**config.mk**
```make
export PLATFORM = sky130hd
export DESIGN_NAME = profile_session_ctrl
export DESIGN_NICKNAME = d
export VERILOG_FILES = /design/src/rtl/profile_pkg.sv /design/src/rtl/profile_dump_seq.sv /design/src/rtl/profile_session_ctrl.sv
export SDC_FILE = /design/constraint.sdc
export NUM_CORES = 1
export LEC_CHECK = 0
export ABC_CLOCK_PERIOD_IN_PS = 3100
export CAP_MARGIN = 25
export CORE_MARGIN = 3
export CORE_UTILIZATION = 48
export CTS_CLUSTER_DIAMETER = 40
export DETAILED_ROUTE_END_ITERATION = 8
export GPL_TIMING_DRIVEN = 0
export HOLD_SLACK_MARGIN = 0.03
export PLACE_DENSITY = 0.77
export SLEW_MARGIN = 20
export SYNTH_ARGS = -nofsm -noshare
export SYNTH_HDL_FRONTEND = slang
export SYNTH_SLANG_ARGS = --single-unit
```
**constraint.sdc**
```tcl
create_clock -name clk -period 3.1 [get_ports clk]
set_input_delay 0.31 -clock clk [delete_from_list [all_inputs] [get_ports clk]]
set_output_delay 0.31 -clock clk [all_outputs]
set_load 0.01 [all_outputs]
```
**src/rtl/profile_pkg.sv**
```systemverilog
// profile_pkg: shared opcodes, state encoding and default sizes for the
// profiling session controller and its dump engine.
package profile_pkg;

    localparam int DEF_ADDR_W = 8;
    localparam int DEF_CNT_W  = 32;

    localparam logic [7:0] OP_STOP   = 8'h00;
    localparam logic [7:0] OP_START  = 8'h01;
    localparam logic [7:0] OP_DUMP   = 8'h02;
    localparam logic [7:0] OP_ARM    = 8'h03;
    localparam logic [7:0] OP_WINDOW = 8'h04;
    localparam logic [7:0] OP_CLEAR  = 8'hFF;

    typedef enum logic [2:0] {
        ST_IDLE     = 3'd0,
        ST_CLEAR    = 3'd1,
        ST_ARMED    = 3'd2,
        ST_RUN      = 3'd3,
        ST_DUMP_RD  = 3'd4,
        ST_DUMP_OUT = 3'd5,
        ST_DUMP_SUM = 3'd6
    } state_t;

endpackage

```
**src/rtl/profile_dump_seq.sv**
```systemverilog
// profile_dump_seq: reads every histogram word in address order, streams
// each one on a valid/ready port, then appends the cycle-count summary word
// flagged as last. Started by a one-cycle i_start; o_done marks the final
// transfer so the controller can return to idle on the same edge.
module profile_dump_seq
    import profile_pkg::*;
#(
    parameter int ADDR_W = DEF_ADDR_W,
    parameter int CNT_W  = DEF_CNT_W
) (
    input  logic              clk,
    input  logic              reset,
    input  logic              i_start,
    input  logic [CNT_W-1:0]  i_cycles,
    output logic              o_done,
    output logic              o_rd_req,
    output logic [ADDR_W-1:0] o_rd_addr,
    input  logic              i_rd_ack,
    input  logic [31:0]       i_rd_data,
    output logic              o_valid,
    input  logic              i_ready,
    output logic [31:0]       o_data,
    output logic              o_last
);

    state_t              r_phase;
    logic                r_rd_req;
    logic [ADDR_W-1:0]   r_addr;
    logic                r_valid;
    logic [31:0]         r_data;
    logic                r_last;
    logic [ADDR_W-1:0]   w_addr_max;

    assign w_addr_max = {ADDR_W{1'b1}};

    // Read / stream / summary sequencing; reset drops request and valid at once.
    always_ff @(posedge clk or posedge reset) begin
        if (reset) begin
            r_phase  <= ST_IDLE;
            r_rd_req <= 1'b0;
            r_addr   <= '0;
            r_valid  <= 1'b0;
            r_data   <= '0;
            r_last   <= 1'b0;
        end else begin
            case (r_phase)
                ST_IDLE: begin
                    if (i_start) begin
                        r_phase  <= ST_DUMP_RD;
                        r_addr   <= '0;
                        r_rd_req <= 1'b1;
                    end
                end
                ST_DUMP_RD: begin
                    if (i_rd_ack) begin
                        r_data   <= i_rd_data;
                        r_rd_req <= 1'b0;
                        r_valid  <= 1'b1;
                        r_phase  <= ST_DUMP_OUT;
                    end
                end
                ST_DUMP_OUT: begin
                    if (i_ready) begin
                        if (r_addr == w_addr_max) begin
                            // Last RAM word gone: valid stays up for the summary.
                            r_data  <= 32'(i_cycles);
                            r_last  <= 1'b1;
                            r_phase <= ST_DUMP_SUM;
                        end else begin
                            r_addr   <= r_addr + 1'b1;
                            r_rd_req <= 1'b1;
                            r_valid  <= 1'b0;
                            r_phase  <= ST_DUMP_RD;
                        end
                    end
                end
                ST_DUMP_SUM: begin
                    if (i_ready) begin
                        r_valid <= 1'b0;
                        r_last  <= 1'b0;
                        r_phase <= ST_IDLE;
                    end
                end
                default: r_phase <= ST_IDLE;
            endcase
        end
    end

    assign o_done    = (r_phase == ST_DUMP_SUM) && i_ready;
    assign o_rd_req  = r_rd_req;
    assign o_rd_addr = r_addr;
    assign o_valid   = r_valid;
    assign o_data    = r_data;
    assign o_last    = r_last;

endmodule

```
**src/rtl/profile_session_ctrl.sv**
```systemverilog
// profile_session_ctrl: host-command session sequencer for the access-profiling
// histogram. Gates the profiler (prof_active), requests clears, enforces an
// optional clkena-counted capture window and hands dumps to profile_dump_seq.
// Optional feature macro PROFILE_SESSION_AUTODUMP_EN: when defined, window
// expiry starts a dump directly instead of returning to idle.
module profile_session_ctrl
    import profile_pkg::*;
#(
    parameter int ADDR_W = DEF_ADDR_W,
    parameter int CNT_W  = DEF_CNT_W
) (
    input  logic              clk,
    input  logic              reset,
    input  logic              cmd_valid,
    output logic              cmd_ready,
    input  logic [7:0]        cmd_code,
    input  logic [23:0]       cmd_arg,
    input  logic              trig,
    input  logic              clkena,
    output logic              prof_active,
    output logic              prof_clear,
    input  logic              clear_done,
    output logic              hist_rd_req,
    output logic [ADDR_W-1:0] hist_rd_addr,
    input  logic              hist_rd_ack,
    input  logic [31:0]       hist_rd_data,
    output logic              out_valid,
    input  logic              out_ready,
    output logic [31:0]       out_data,
    output logic              out_last,
    output logic              busy
);

    // ST_DUMP_RD stands for the whole dump; the engine tracks the sub-phases.
    state_t             r_state;
    state_t             w_next;
    logic               r_cmd_ready;
    logic               r_prof_active;
    logic               r_prof_clear;
    logic [CNT_W-1:0]   r_window;
    logic [CNT_W-1:0]   r_cycles;
    logic [CNT_W-1:0]   w_cycles_inc;
    logic [31:0]        w_arg32;
    logic               w_cmd_fire;
    logic               w_expire;
    logic               w_zero;
    logic               w_dump_start;
    logic               w_dump_done;

    assign w_cmd_fire   = cmd_valid && r_cmd_ready;
    assign w_arg32      = {8'd0, cmd_arg};
    assign w_cycles_inc = (r_cycles == {CNT_W{1'b1}}) ? r_cycles : r_cycles + 1'b1;
    assign w_expire     = (r_state == ST_RUN) && clkena && (r_window != '0) &&
                          (w_cycles_inc == r_window);

    // Next-state: state-driven transitions first, accepted commands override.
    always_comb begin
        w_next = r_state;
        case (r_state)
            ST_CLEAR:   if (clear_done) w_next = ST_IDLE;
            ST_ARMED:   if (trig) w_next = ST_RUN;
            ST_RUN: begin
                if (w_expire) begin
`ifdef PROFILE_SESSION_AUTODUMP_EN
                    w_next = ST_DUMP_RD;
`else
                    w_next = ST_IDLE;
`endif
                end
            end
            ST_DUMP_RD: if (w_dump_done) w_next = ST_IDLE;
            default: ;
        endcase
        if (w_cmd_fire) begin
            case (cmd_code)
                OP_STOP:  w_next = ST_IDLE;
                OP_START: w_next = ST_RUN;
                OP_DUMP:  w_next = ST_DUMP_RD;
                OP_ARM:   w_next = ST_ARMED;
                OP_CLEAR: w_next = ST_CLEAR;
                default: ;
            endcase
        end
    end

    // Entering RUN (trigger or START) or restarting with START clears the count.
    assign w_zero       = (w_next == ST_RUN) &&
                          ((r_state != ST_RUN) || (w_cmd_fire && cmd_code == OP_START));
    assign w_dump_start = (w_next == ST_DUMP_RD) && (r_state != ST_DUMP_RD);

    // State and registered control outputs, all derived from the next state.
    always_ff @(posedge clk or posedge reset) begin
        if (reset) begin
            r_state       <= ST_IDLE;
            r_cmd_ready   <= 1'b0;
            r_prof_active <= 1'b0;
            r_prof_clear  <= 1'b0;
        end else begin
            r_state       <= w_next;
            r_cmd_ready   <= (w_next == ST_IDLE) || (w_next == ST_ARMED) || (w_next == ST_RUN);
            r_prof_active <= (w_next == ST_RUN);
            r_prof_clear  <= w_cmd_fire && (cmd_code == OP_CLEAR);
        end
    end

    // Window register and saturating clkena cycle counter.
    always_ff @(posedge clk or posedge reset) begin
        if (reset) begin
            r_window <= '0;
            r_cycles <= '0;
        end else begin
            if (w_cmd_fire && cmd_code == OP_WINDOW) begin
                r_window <= w_arg32[CNT_W-1:0];
            end
            if (w_zero) begin
                r_cycles <= '0;
            end else if (r_state == ST_RUN && clkena) begin
                r_cycles <= w_cycles_inc;
            end
        end
    end

    profile_dump_seq #(
        .ADDR_W (ADDR_W),
        .CNT_W  (CNT_W)
    ) u_dump (
        .clk       (clk),
        .reset     (reset),
        .i_start   (w_dump_start),
        .i_cycles  (r_cycles),
        .o_done    (w_dump_done),
        .o_rd_req  (hist_rd_req),
        .o_rd_addr (hist_rd_addr),
        .i_rd_ack  (hist_rd_ack),
        .i_rd_data (hist_rd_data),
        .o_valid   (out_valid),
        .i_ready   (out_ready),
        .o_data    (out_data),
        .o_last    (out_last)
    );

    assign cmd_ready   = r_cmd_ready;
    assign prof_active = r_prof_active;
    assign prof_clear  = r_prof_clear;
    assign busy        = (r_state != ST_IDLE);

endmodule

```
==> results_dict.tcl, run 1 <==
set metrics [dict create \
    status "complete, but fails checks" \
    violations "setup timing" \
    io_pins 119 \
    antenna_left 0 \
    setup_viol 45 \
    cts_buffers 9 \
    fmax_mhz 303 \
    synth_cell_type_count 67 \
    synth_top_area_share_pct 40.6 \
    dr.first_iter.drc_count 457 \
    synth_ff_type "dfrtp_1" \
    hold_viol 0 \
    grt_pass1_wl_um 30500 \
    synth-edff-count 0 \
    setup_ws_ns -0.204 \
    coreArea_um2 13400 \
    postSynthAreaPerCell_um2 9.43 \
    period_share_pct 107 \
    root_buffer "clkbuf_16" \
    synth_compound_area_share_pct 14.9 \
    worst_hold_slack_ns 0.304 \
    yosysMostFrequentCell "dfrtp_1" \
    fin_nets 938 \
    wl_per_cell_um 18.4 \
    n_antenna_cell 0 \
    yosys_warnings 0 \
    critPathRequiredTime_ns 3.38 \
    die-area_um2 15300 \
    drive_above_1_share_pct 22.0 \
    worst_pin_slew_ns 0.896 \
    regToRegEndpoint "r_cycles[1]$_DFFE_PP0P_" \
    die_w_um 124 \
    grt_use_total_pct 25.2 \
    crit_type "reg2reg" \
    leakage_uw 0.00396 \
    power_density_nw_per_um2 455 \
    num_vias 6118 \
    route.detailed.drc 0 \
    via_per_inst 5.85 \
    grt_overflow 0 \
    syn2layout_area_growth_pct 34.4 \
    grt_pass1_vias 6154 \
    netlist_area_um2 6650 \
    hold_class "in2async" \
    port-buffer-count 118 \
    slowest_stage "or4b_4" \
    synthCells 705 \
    wl_um 19200 \
    pre_cts_slack_ns -0.940 \
    timing.rr.start "r_cycles[0]$_DFFE_PP0P_" \
    synth_top_area_cell "dfrtp_1" \
    arrival_ns 3.58 \
    reg2regPathDepth 11 \
    critical_path.max_fanout 7 \
    clock_sinks 108 \
    grt_setup_unrepaired "yes" \
    cts_max_level 3 \
    seq_area_frac_synth_pct 40.6 \
    synthSimpleGateAreaFrac_pct 21.0 \
    synth_fa_ha_area_share_pct 0.376 \
    die_h_um 124 \
    dp_hpwl_um 14200 \
    clk_latency_ns 0.36 \
    finalMaxSlewViolations 0 \
    grt_antenna_before_repair 0 \
    crit_chain "buf_6 > nand3_4 > or4_4 > a311oi_4 > xnor2_1 > o211ai_1 > or4b_4 > o311ai_4 > a211oi_4 > buf_4 > a21oi_2" \
    ir_worst_vdd_v 0.000489 \
    path_clk_slew_ns 0.07 \
    netlist_top_cells_count "dfrtp_1, nor2_1, a21oi_1, nand2_1, mux2i_1" \
    end_kind "flip-flop" \
    cts_tree "built" \
    skew_ns 0.00861 \
    num_rows 42 \
    fin_crit_ns 3.30 \
    cts_buffer_depth 2 \
    synth_xor_area_share_pct 8.43 \
    slowest_delay_ns 0.56 \
    reg2reg_slack_ns -0.20 \
    slew-limit-headroom_pct 39.7 \
    cap_violations 0 \
    ys_ff_latch 108 \
    synth_top_family_by_area "simple AND/OR/NAND/NOR gates" \
    synth_top_cells_by_area "dfrtp_1, mux2i_1, xnor2_1" \
    cp-start-kind "flip-flop" \
    synthMuxAreaShare_pct 10.1 \
    grt_max_degree 36 \
    first_pass_iters 5 \
    fin_util_pct 66.7 \
    async_flop_share_pct 100 \
    synth_nets 779 \
    start_util_pct 49.6 \
    place.gp.congestion 0.975 \
]
## registers in the layout, indices dropped and copies added (netlist names)
| register | cells |
|---|---|
| u_dump.r_phase | 3 |
| u_dump.o_last | 1 |
| u_dump.o_rd_req | 1 |
| u_dump.o_data | 32 |
| prof_clear | 1 |
| r_state | 3 |
| cmd_ready | 1 |
| r_cycles | 32 |
| u_dump.o_rd_addr | 8 |
| u_dump.o_valid | 1 |
| r_window | 24 |
| prof_active | 1 |
## power breakdown
group          internal, uW  total (uW)  switching [uW]  leakage (uW)
registers              1510        1610            99.5       0.00141
logic                   587        1340             750       0.00241
clock network           610        1120             514      0.000138
total                  2700        4070            1360       0.00396
## kinds of logic (layout without fill, tap and decap cells)
family / count (synthesis) / after routing
AND/OR/NAND/NOR: 260 / 260
AO/OA/AOI/OAI: 144 / 144
flip-flops: 108 / 108
XOR/XNOR: 64 / 64
multiplexers: 64 / 64
buffers and inverters: 63 / 227
adder cells (fa/ha/maj): 2 / 2
## metal layers
metal / up-vias / track usage (%) / share of wire, %
li1: 2855 / - / -
met1: 2980 / 32.4 / 42
met2: 236 / 43.0 / 49
met3: 47 / 5.31 / 6.0
met4: 0 / 7.40 / 2.4
met5: - / 0 / 0
## critical path: cells and delay by family (launching register included)
kind            cells  cell delay [ns]
compound gates      5             1.04
xor+xnor            1             0.18
buf+inv             2             0.36
flops               1             0.43
simple gates        3             1.21
## worst max-delay path by stage
stage,from,to,slack (ns),depth (start not counted)
5_1_grt,r_cycles[24]$_DFFE_PP0P_,r_cycles[30]$_DFFE_PP0P_,-0.30,13
3_5_place_dp,u_dump.r_phase[2]$_DFFE_PP0P_,u_dump.o_data[13]$_DFFE_PP0P_,-0.94,12
2_1_floorplan,r_cycles[1]$_DFFE_PP0P_,r_cycles[0]$_DFFE_PP0P_,0.001,12
6_report,r_cycles[0]$_DFFE_PP0P_,r_cycles[1]$_DFFE_PP0P_,-0.20,11
3_3_place_gp,u_dump.r_phase[2]$_DFFE_PP0P_,u_dump.o_data[14]$_DFFE_PP0P_,-0.87,12
4_1_cts,r_cycles[23]$_DFFE_PP0P_,r_cycles[24]$_DFFE_PP0P_,-0.19,10
## cell type report
cell class / count / area, um2
clock buffer: 13 / 270
timing repair buffer: 156 / 1510
clock inverter: 3 / 20.0
buffer: 41 / 290
multi-input combinational: 534 / 3860
inverter: 14 / 56.3
sequential: 108 / 2710
fill: 1080 / 4460
tap: 176 / 220
## cells in the final DEF (no fill, tap or decap), types with 9 or more instances in the layout
cell	Yosys	layout
dfrtp_1	108	100
buf_6	3	16
nor3_1	23	18
mux2i_1	40	40
nor2_1	71	69
nand2b_1	9	9
inv_1	14	13
a21oi_1	48	48
a21oi_2	29	29
nand2_1	44	40
nor4_1	11	9
clkbuf_1	27	14
nand3_1	26	25
nand4_1	16	16
mux2_2	24	24
xnor2_1	37	37
a31oi_1	12	12
clkdlybuf4s50_1	0	118
o21ai_0	15	15
buf_4	9	34
clkbuf_16	0	9
xor2_1	27	27
## repair_timing
action	CTS	global route
hold buffers	0	0
pin swaps	21	13
cloned	2	0
endpoints found under the setup margin	78	77
gates resized for setup	52	26
buffers inserted	29	5
## through the flow
stage	instances	cell area [um2]	TNS [ns]	total power, uW
6_report	1045	8940	-6.34	4070
5_1_grt	1045	8940	-10.71	4240
4_1_cts	1042	8830	-4.50	4020
3_5_place_dp	1002	8160	-56.83	2790
3_3_place_gp	999	8100	-54.21	2750
2_1_floorplan	705	6700	0	2360
Power figures use the tool's default switching activity.
==> inputs of run 2 (changes only) <==
- ABC_CLOCK_PERIOD_IN_PS: 3100 -> default
- CAP_MARGIN: 25 -> 0
==> results of run 2 <==
Final layout, timing and power as in run 1 (identical DEF).
==> inputs of run 3 (changes only) <==
- CORE_MARGIN: 3 -> default
- CTS_CLUSTER_SIZE: default -> 40
==> results_dict.tcl, run 3 (synthesized netlist as in run 1, its figures left out) <==
set metrics [dict create \
    slew-limit-headroom_pct 35.3 \
    skew_ns 0.00397 \
    hold_class "in2async" \
    syn2layout_area_growth_pct 34.6 \
    dr.first_iter.drc_count 417 \
    grt_setup_unrepaired "yes" \
    first_pass_iters 5 \
    clk_latency_ns 0.35 \
    crit_type "reg2reg" \
    power_density_nw_per_um2 464 \
    grt_antenna_before_repair 0 \
    met3_usage_pct 5.18 \
    start_util_pct 49.6 \
    reg2reg_slack_ns -0.17 \
    die-area_um2 14300 \
    route.detailed.drc 0 \
    path_clk_slew_ns 0.07 \
    via_per_inst 5.94 \
    fmax_mhz 306 \
    fin_nets 932 \
    cts_max_level 3 \
    finalNonFillerCells 1039 \
    crit_chain "nand2_1 > nor2_1 > nand3_2 > or4_4 > o31ai_4 > or4b_4 > o311ai_4 > a211oi_4 > buf_6 > a21oi_2" \
    antenna_left 0 \
    place_inst 1002 \
    cap_violations 0 \
    grt_pass1_wl_um 30700 \
    leakage_uw 0.00396 \
    worst_pin_slew_ns 0.962 \
    grt_overflow 0 \
    num_rows 42 \
    final_common_cell "clkdlybuf4s50_1" \
    wl_um 19200 \
    end_kind "flip-flop" \
    setup_ws_ns -0.170 \
    period_share_pct 105 \
    cts_buffers 9 \
    fin_crit_ns 3.27 \
    critPathRequiredTime_ns 3.38 \
    layout_common_cells "clkdlybuf4s50_1, dfrtp_1, nor2_1" \
    status "complete, but fails checks" \
    num_vias 6167 \
    grtUsageMet2_pct 46.1 \
    busiest_layer "met2" \
    coreArea_um2 13400 \
    io_pins 119 \
    setup_viol 39 \
    cts_buffer_depth 2 \
    wl_per_cell_um 18.5 \
    die_w_um 120 \
    met1_usage_pct 35.5 \
    grt_max_degree 35 \
    pre_cts_slack_ns -0.858 \
    cp-start-kind "flip-flop" \
    critical_path.max_fanout 10 \
    dp_hpwl_um 14300 \
    arrival_ns 3.55 \
    slowest_delay_ns 0.58 \
    violations "setup timing" \
    slowest_stage "or4_4" \
    hold_viol 0 \
    place.gp.congestion 0.873 \
    grt_pass1_vias 6005 \
    ir_worst_vdd_v 0.000377 \
    grt_use_total_pct 27.3 \
    drive_above_1_share_pct 21.2 \
    finalMaxSlewViolations 0 \
    die_h_um 120 \
    port-buffer-count 118 \
    clock_sinks 108 \
    cts_tree "built" \
    root_buffer "clkbuf_16" \
    fin_util_pct 66.8 \
    n_antenna_cell 0 \
]
[run 3: final timing paths]
path,from,depth (start not counted),endpoint
max,r_cycles[12]$_DFFE_PP0P_,10,r_cycles[17]$_DFFE_PP0P_
min,reset,2,prof_clear$_DFF_PP0_
max reg2reg,r_cycles[12]$_DFFE_PP0P_,10,r_cycles[17]$_DFFE_PP0P_
min reg2reg,u_dump.o_valid$_DFFE_PP0P_,2,u_dump.o_valid$_DFFE_PP0P_
max in group asynchronous,reset,4,r_cycles[8]$_DFFE_PP0P_
min in group clk,u_dump.o_valid$_DFFE_PP0P_,2,u_dump.o_valid$_DFFE_PP0P_
[run 3: critical path: cells and delay by family, from the launching register on]
kind	cells	cell delay, ns
simple gates	5	1.75
flops	1	0.54
compound gates	4	0.68
buf+inv	1	0.22
[run 3: power breakdown]
| part | total [uW] | switching (uW) | internal [uW] |
|---|---|---|---|
| sequential | 1600 | 91.6 | 1510 |
| clock | 1200 | 527 | 674 |
| combinational | 1350 | 772 | 579 |
[run 3: per-layer routing]
layer	vias to the layer above	part of all wire, %
li1	2850	-
met2	260	49
met4	0	2.7
met5	-	0
met1	3010	42
met3	47	5.7
[run 3: metrics by stage]
stage	area (um2)	hold slack (ns)	total power [uW]	setup TNS, ns
finish	8950	0.350	4150	-4.17
global route	8950	0.399	4300	-9.50
CTS	8820	0.365	4110	-5.01
detailed placement	8170	0.468	2800	-50.59
global placement	8100	0.463	2750	-55.03
floorplan	6700	0.427	2360	0
[run 3: cell type report]
class                           count  area, um2
Tap cell                          176        220
Timing Repair Buffer              150       1500
Inverter                           14       56.3
Multi-Input combinational cell    534       3870
Clock buffer                       11        253
Sequential cell                   108       2710
Fill cell                        1082       4450
Buffer                             41        285
Clock inverter                      5       57.6
[run 3: what timing repair did]
item,4_1_cts,5_1_grt
setup endpoints to repair,78,78
setup buffers,22,7
hold buffers,0,0
gates resized for setup,52,21
pin swaps,17,19
gates cloned,1,1
hold endpoints to repair,0,0
